File: config.mk
export PLATFORM = sky130hd
export DESIGN_NAME = fetch_unit
export DESIGN_NICKNAME = d
export VERILOG_FILES = /design/src/rtl/fetch_unit.sv
export SDC_FILE = /design/constraint.sdc
export NUM_CORES = 1
export LEC_CHECK = 0
export CORE_MARGIN = 1.5
export CORE_UTILIZATION = 50
export CTS_CLUSTER_DIAMETER = 40
export CTS_CLUSTER_SIZE = 8
export DETAILED_ROUTE_END_ITERATION = 16
export HOLD_SLACK_MARGIN = 0.06
export PLACE_DENSITY = 0.76
export SLEW_MARGIN = 20
export SYNTH_ARGS = -nofsm -noshare
export SYNTH_HDL_FRONTEND = slang
export SYNTH_SLANG_ARGS = --single-unit
File: constraint.sdc
create_clock -name clk -period 3.8 [get_ports clk]
set_input_delay 0.57 -clock clk [delete_from_list [all_inputs] [get_ports clk]]
set_output_delay 0.57 -clock clk [all_outputs]
set_load 0.01 [all_outputs]
File: src/rtl/fetch_unit.sv
// Instruction-fetch front end: credit-limited sequential requests to imem, in-order
// response FIFO carrying {pc, inst}, and redirect with flush plus stale-response dropping.
module fetch_unit #(
    parameter int              XLEN       = 32,
    parameter logic [XLEN-1:0] RESET_PC   = '0,
    parameter int              FIFO_DEPTH = 4,
    parameter int              INST_BYTES = 4
) (
    input  logic            clk,
    input  logic            rst,
    input  logic            redirect_valid,
    input  logic [XLEN-1:0] redirect_pc,
    output logic            imem_req_valid,
    input  logic            imem_req_ready,
    output logic [XLEN-1:0] imem_req_addr,
    input  logic            imem_rsp_valid,
    input  logic [XLEN-1:0] imem_rsp_data,
    output logic            inst_valid,
    input  logic            inst_ready,
    output logic [XLEN-1:0] inst_data,
    output logic [XLEN-1:0] inst_pc
);
    localparam int            AW      = $clog2(FIFO_DEPTH);
    localparam int            CW      = AW + 1;
    localparam logic [CW:0]   DEPTH_W = (CW+1)'(FIFO_DEPTH);
    localparam logic [XLEN-1:0] STEP  = XLEN'(INST_BYTES);

    logic [XLEN-1:0] fetch_pc;
    logic [XLEN-1:0] rsp_pc;
    logic [CW-1:0]   outstanding;
    logic [CW-1:0]   drop_cnt;
    logic [CW-1:0]   wr_ptr;
    logic [CW-1:0]   rd_ptr;
    logic [CW-1:0]   fifo_count;
    logic [CW:0]     credits_used;
    logic [CW-1:0]   outstanding_retired;
    logic [XLEN-1:0] buf_data [FIFO_DEPTH];
    logic [XLEN-1:0] buf_pc   [FIFO_DEPTH];

    logic fifo_empty;
    logic req_fire;
    logic rsp_keep;
    logic rsp_drop;
    logic push;
    logic pop;

    assign fifo_count   = wr_ptr - rd_ptr;
    assign fifo_empty   = (wr_ptr == rd_ptr);
    // Requests still in flight occupy a FIFO slot so every response is guaranteed room.
    assign credits_used = {1'b0, fifo_count} + {1'b0, outstanding};

    assign imem_req_valid = !rst && !redirect_valid && (credits_used < DEPTH_W);
    assign imem_req_addr  = fetch_pc;
    assign req_fire       = imem_req_valid && imem_req_ready;

    assign rsp_drop = imem_rsp_valid && (drop_cnt != '0);
    assign rsp_keep = imem_rsp_valid && (drop_cnt == '0);
    assign push     = rsp_keep && !redirect_valid;

    assign inst_valid = !rst && !fifo_empty;
    assign inst_data  = buf_data[rd_ptr[AW-1:0]];
    assign inst_pc    = buf_pc[rd_ptr[AW-1:0]];
    assign pop        = inst_valid && inst_ready;

    assign outstanding_retired = outstanding - CW'(imem_rsp_valid);

    always_ff @(posedge clk) begin
        if (rst) begin
            fetch_pc    <= RESET_PC;
            rsp_pc      <= RESET_PC;
            outstanding <= '0;
            drop_cnt    <= '0;
            wr_ptr      <= '0;
            rd_ptr      <= '0;
        end else if (redirect_valid) begin
            // Everything still in flight after this cycle's response belongs to the old path.
            fetch_pc    <= redirect_pc;
            rsp_pc      <= redirect_pc;
            outstanding <= outstanding_retired;
            drop_cnt    <= outstanding_retired;
            wr_ptr      <= '0;
            rd_ptr      <= '0;
        end else begin
            if (req_fire) begin
                fetch_pc <= fetch_pc + STEP;
            end
            outstanding <= outstanding + CW'(req_fire) - CW'(imem_rsp_valid);
            if (rsp_drop) begin
                drop_cnt <= drop_cnt - CW'(1);
            end
            if (push) begin
                wr_ptr <= wr_ptr + CW'(1);
                rsp_pc <= rsp_pc + STEP;
            end
            if (pop) begin
                rd_ptr <= rd_ptr + CW'(1);
            end
        end
    end

    always_ff @(posedge clk) begin
        if (!rst && push) begin
            buf_data[wr_ptr[AW-1:0]] <= imem_rsp_data;
            buf_pc[wr_ptr[AW-1:0]]   <= rsp_pc;
        end
    end

    a_rsp_has_credit: assert property (@(posedge clk) disable iff (rst)
        imem_rsp_valid |-> (outstanding != '0));
    a_credit_bound: assert property (@(posedge clk) disable iff (rst)
        credits_used <= DEPTH_W);
    a_drop_bound: assert property (@(posedge clk) disable iff (rst)
        drop_cnt <= outstanding);

endmodule

# Yosys cells after proc, flatten, opt, wreduce, memory -nomap -nowiden
# Memory sizes are Yosys's and may differ from the RTL's. A register that Yosys moved wholly into a read port is not among the register bits.
# Cells that the tools add are included.
# totals
output_inout_bits,98
mem_bits_rw,256
word_cells,51
mem_count,2
reg_bits,76
# memory_table
memory,depth,word_bits,rd,rd_ports_with_merged_regs,wr,line_no,text
buf_data,4,32,1,1,1,37,logic [XLEN-1:0] buf_data [FIFO_DEPTH];
buf_pc,4,32,1,1,1,38,logic [XLEN-1:0] buf_pc [FIFO_DEPTH];
# op_classes
add_sub_neg,10
n_mux,13
n_reduce_logical,18
order_cmp,1
eq_ne,1
# ops
op,count
$mux W32,4
$add A32 B3 Y32 const B,2
$logic_and A1 B1 Y1,9
$mux W3,3
$mux W2,4
$add A3 B1 Y3 const B,2
$reduce_bool A2 Y1,3
$sub A3 B1 Y3,2
$add A3 B3 Y4,1
$lt A4 B3 Y1 const B,1
$add A3 B1 Y3,1
$eq A3 B3 Y1,1
$logic_not A1 Y1,3
$logic_not A3 Y1,1
$reduce_bool A3 Y1,1
$sub A3 B1 Y3 const B,1
$sub A3 B3 Y3,1
$mux W1,2
$reduce_or A2 Y1,1

# Longest topological paths before layout
# Gate-level depths: netlist (run 1).
# logic_depth
ltp_word,8
mapped_depth,18

# Worst setup path before layout (run 1)
# Ideal clock, no wire load.
# synth_timing
path_kind,reg-to-reg
start,reg wr_ptr[0]
end,reg outstanding[2]
path_slack_ps,-123
path_buffers,1
arrival_ps,3796
setup_time_ps,128
path_stages_with_launch,19
t_required_ps,3672
path_cell_list,dfxtp_1 inv_1 ha_1 inv_1 fa_1 xnor2_1 ha_1 or4b_1 clkbuf_1 nor3_2 inv_2 ha_1 inv_1 ha_1 fa_1 xor2_1 o21ai_0 xnor2_1 nor2_1
# synth_between
elab_chain_len,8
# synth_lines
item,line_no,text
"start, declared",32,logic [CW-1:0] wr_ptr;
"start signal, assigned",92,wr_ptr <= wr_ptr + CW'(1);
$sub A3 B3 Y3,47,assign fifo_count = wr_ptr - rd_ptr;
$add A3 B3 Y4,50,"assign credits_used = {1'b0, fifo_count} + {1'b0, outstanding};"
$lt A4 B3 Y1,52,assign imem_req_valid = !rst && !redirect_valid && (credits_used < DEPTH_W);
$logic_and A1 B1 Y1,52,
$logic_and A1 B1 Y1,54,assign req_fire = imem_req_valid && imem_req_ready;
$add A3 B1 Y3,87,outstanding <= outstanding + CW'(req_fire) - CW'(imem_rsp_valid);
$sub A3 B1 Y3,87,
$mux W3,75,end else if (redirect_valid) begin
"end signal, assigned",79,outstanding <= outstanding_retired;
"end signal, assigned",87,
"end, declared",30,logic [CW-1:0] outstanding;
# No other way between the ends.
# A chain may end at the register's enable or synchronous reset.

# Final worst setup path (run 1)
# Ends and elaborated chain as after synthesis.

==> flow_metrics.py, run 1 <==
metrics = {
    "timing": {
        "finalSetupViolations": 0,
        "finClkSkew_ps": 11.4,
        "fin_crit_sh_pct": 95.1,
        "slew_headroom_pct": 44.5,
        "tns_ps": 0,
        "fmax_ghz": 0.277,
        "rsz0062_at_grt": "no",
        "slew_violations": 0,
        "finalWorstSetupSlack_ps": 185,
        "hold_viol_final": 0,
        "worst_pin_slew_ps": 825,
        "period_minus_slack_ps": 3620,
    },
    "placement": {
        "buffer_ports.inserted": 167,
        "post-place-ws_ps": 104,
        "dp_hpwl_um": 19800,
        "place_congestion": 0.916,
    },
    "setup_path": {
        "cp.required_ps": 4230,
        "path_buf_inv": 4,
        "crit_chain": "inv_2, ha_1, inv_1, fa_1, xnor2_1, ha_1, or4b_4, nor3_4, inv_2, ha_1, inv_1, ha_1, fa_2, xor2_1, o21ai_1, xnor2_1, nor2_1",
        "cp.arrival_ps": 4040,
        "max_stage_delay_ps": 520,
        "worstSetupStartpoint": "wr_ptr[0]",
        "start_kind": "register",
        "path_delay_family": "adder cells",
        "cp_max_fo": 4,
        "cp-end-kind": "register",
        "slowest_stage": "or4b_4",
        "worst-setup-path-type": "register to register",
        "rr_startpoint": "wr_ptr[0]",
        "cp_common_cell": "ha_1",
    },
    "die": {
        "die_h_um": 170,
        "initial_core_util_pct": 51.3,
        "rows": 60,
        "dieWidth_um": 170,
        "ioPinCount": 168,
        "die-area_sq_mm": 0.0289,
        "core-area_sq_mm": 0.0272,
    },
    "clocking": {
        "clock-sinks": 334,
        "path_clk_slew_ps": 50,
        "cts_root_buffer": "clkbuf_16",
        "numCtsBuffers": 51,
        "insertion_delay_ps": 540,
        "h-tree-depth": 2,
        "tritoncts": "yes",
        "ctsHoldBuffers": 0,
        "cts_max_path_buffers": 3,
        "cts_setup_buffers": 0,
    },
    "grt": {
        "grt_pass1_vias": 8586,
        "antenna_found_initial": 0,
        "grt_first_pass_wirelength_um": 48200,
        "gr-total-overflow": 0,
        "track_usage_pct": 21.8,
        "grt_max_degree": 65,
    },
    "logic_synthesis": {
        "avgSynthCellArea_sq_um": 15.3,
        "synth_top_area_share_pct": 55.2,
        "ys_warn_count": 0,
        "synth_area_leaders": "edfxtp_1, dfxtp_1, mux4_2, ha_1, nand2_1",
        "synth_nets": 999,
        "yosys_most_used_dff": "edfxtp_1",
        "synth_edf_count": 256,
        "yosysTopAreaCell": "edfxtp_1",
        "synthCells": 910,
        "synth-seq-area-share_pct": 66.4,
        "ys_types": 60,
        "ys_ff_latch": 334,
        "synth.cell_area_sq_mm": 0.0139,
        "async_flop_share_pct": 0,
    },
    "power": {
        "power_leakage_nw": 5.69,
        "cellPowerDensity_mw_per_mm2": 499,
        "vdd_drop_max_mv": 0.322,
    },
    "routing": {
        "wl_per_cell_um": 21.1,
        "finalWirelength_um": 31800,
        "drt_iter0_drc": 858,
        "vias": 8992,
        "first_pass_iters": 4,
        "viasPerCell": 5.97,
        "drc_errors": 0,
        "ant_nets": 0,
    },
    "cells_and_area": {
        "final_net_count": 1191,
        "n_antenna_cell": 0,
        "fillCellCount": 1959,
        "drive_gt1_share_pct": 15.3,
        "area_growth_pct": 26.6,
    },
    "job": {
        "max_cap_viol_count": 0,
    },
    "outcome": {
        "status": "finished clean",
    },
    "worst_hold_path": {
        "hold_class": "input port to register",
        "min_from": "rst",
    },
}
-- timing repair --
action                                  in CTS  in global routing
pin swaps                                    0                  3
endpoints found under the setup margin       1                  2
resized for setup                            2                  2
-- layer usage --
metal / wire (um) / GRT usage (%) / vias up
met5: 0 / 0 / -
met4: 584 / 5.85 / 0
met3: 2470 / 4.05 / 55
met2: 14800 / 34.4 / 394
met1: 13900 / 31.4 / 4478
li1: - / - / 4065
-- sequential cells by signal, summed over array words and instances, names as in the netlist, named ones only --
register / flops
rsp_pc: 32
wr_ptr: 3
buf_pc: 128
buf_data: 128
drop_cnt: 3
imem_req_addr: 32
rd_ptr: 3
outstanding: 3
-- area by class of cell --
class / count / area (sq um) / area share [%]
multi-input combinational: 494 / 4380 / 24.8
clock inverter: 8 / 95.1 / 0.539
timing repair buffer: 193 / 1950 / 11.0
tap: 372 / 465 / 2.64
sequential: 334 / 9250 / 52.5
inverter: 28 / 105 / 0.596
clock buffer: 76 / 1390 / 7.88
-- report_power, final --
group / switching (W) / internal [W]
Clock: 0.00151 / 0.00256
Sequential: 0.000113 / 0.00403
Combinational: 0.000287 / 0.000297
Total: 0.00191 / 0.00689
-- cell usage in the layout, fill, tap and decap left out, drive strengths merged, types with 3 or more instances in the layout --
cell	instances
a31oi	20
o21ai	13
o211ai	11
o31a	17
inv	28
clkbuf	76
a311oi	10
clkinv	4
nand2b	5
nor3	12
or3	13
o31ai	12
and3	8
o21a	13
nor4	18
edfxtp	256
and2	4
a211o	3
or4	21
o311ai	9
a211oi	7
buf	28
nor2	34
or4b	5
a21boi	10
xnor2	14
nand2	49
mux4	64
nand4	22
xor2	9
clkinvlp	3
ha	17
clkdlybuf4s50	164
a32oi	3
a21oi	14
dfxtp	78
and4	12
nand3	22
-- through the flow --
step	hold slack, ps	total power, W	cell area, sq um	instances	util [%]
floorplan	460	0.00447	13900	910	-
global placement	445	0.00476	16100	1421	59.4
detailed placement	455	0.00478	16100	1421	59.4
CTS	327	0.00886	17600	1505	64.9
global route	351	0.00906	17600	1505	64.9
finish	347	0.00880	17600	1505	64.9
-- path summary, 6_finish.rpt --
kind,to,slack [ps],cells past startpoint
hold reg to reg,imem_req_addr[0],480,2
setup reg to reg,outstanding[2],180,17
hold / removal,outstanding[2],350,2
setup / recovery,outstanding[2],180,17
-- cell families (layout without fill, tap and decap cells) --
family                     after synthesis  after routing  synth area share (%)
DFF                                    334            334                  66.4
and+or+nand+nor                        237            237                  9.70
AOI/OAI and AO/OA                      149            149                  7.82
buffers and inverters                   82            305                  2.33
muxes                                   66             66                  10.5
xor gates and xnor gates                23             23                  1.45
adders and majority gates               19             19                  1.81
-- synth_stat cells, drive strengths merged, types with 2 or more instances --
cell type  number
edfxtp        256
or4            21
xnor2          14
a211oi          7
a211o           3
nor4           18
a32oi           3
mux2i           2
xor2            9
inv            28
and2            4
nor2b           2
and4           12
o21a           13
nand3          22
nand2          49
clkbuf         39
a311oi         10
nand2b          5
a31oi          20
nor2           34
buf            15
fa              2
a311o           2
a21oi          14
and3            8
o211ai         11
nor4b           2
or3            13
or4b            5
o21ai          13
nor3           12
and3b           2
nand3b          2
o31a           17
dfxtp          78
a21o            2
ha             17
o311ai          9
a21boi         10
mux4           64
nand4          22
o31ai          12
Power figures use the tool's default switching activity.
==> run 2: changes to the inputs <==
HOLD_SLACK_MARGIN = default   (was 0.06)
==> results of run 2 <==
Final layout, timing and power as in run 1 (identical DEF).
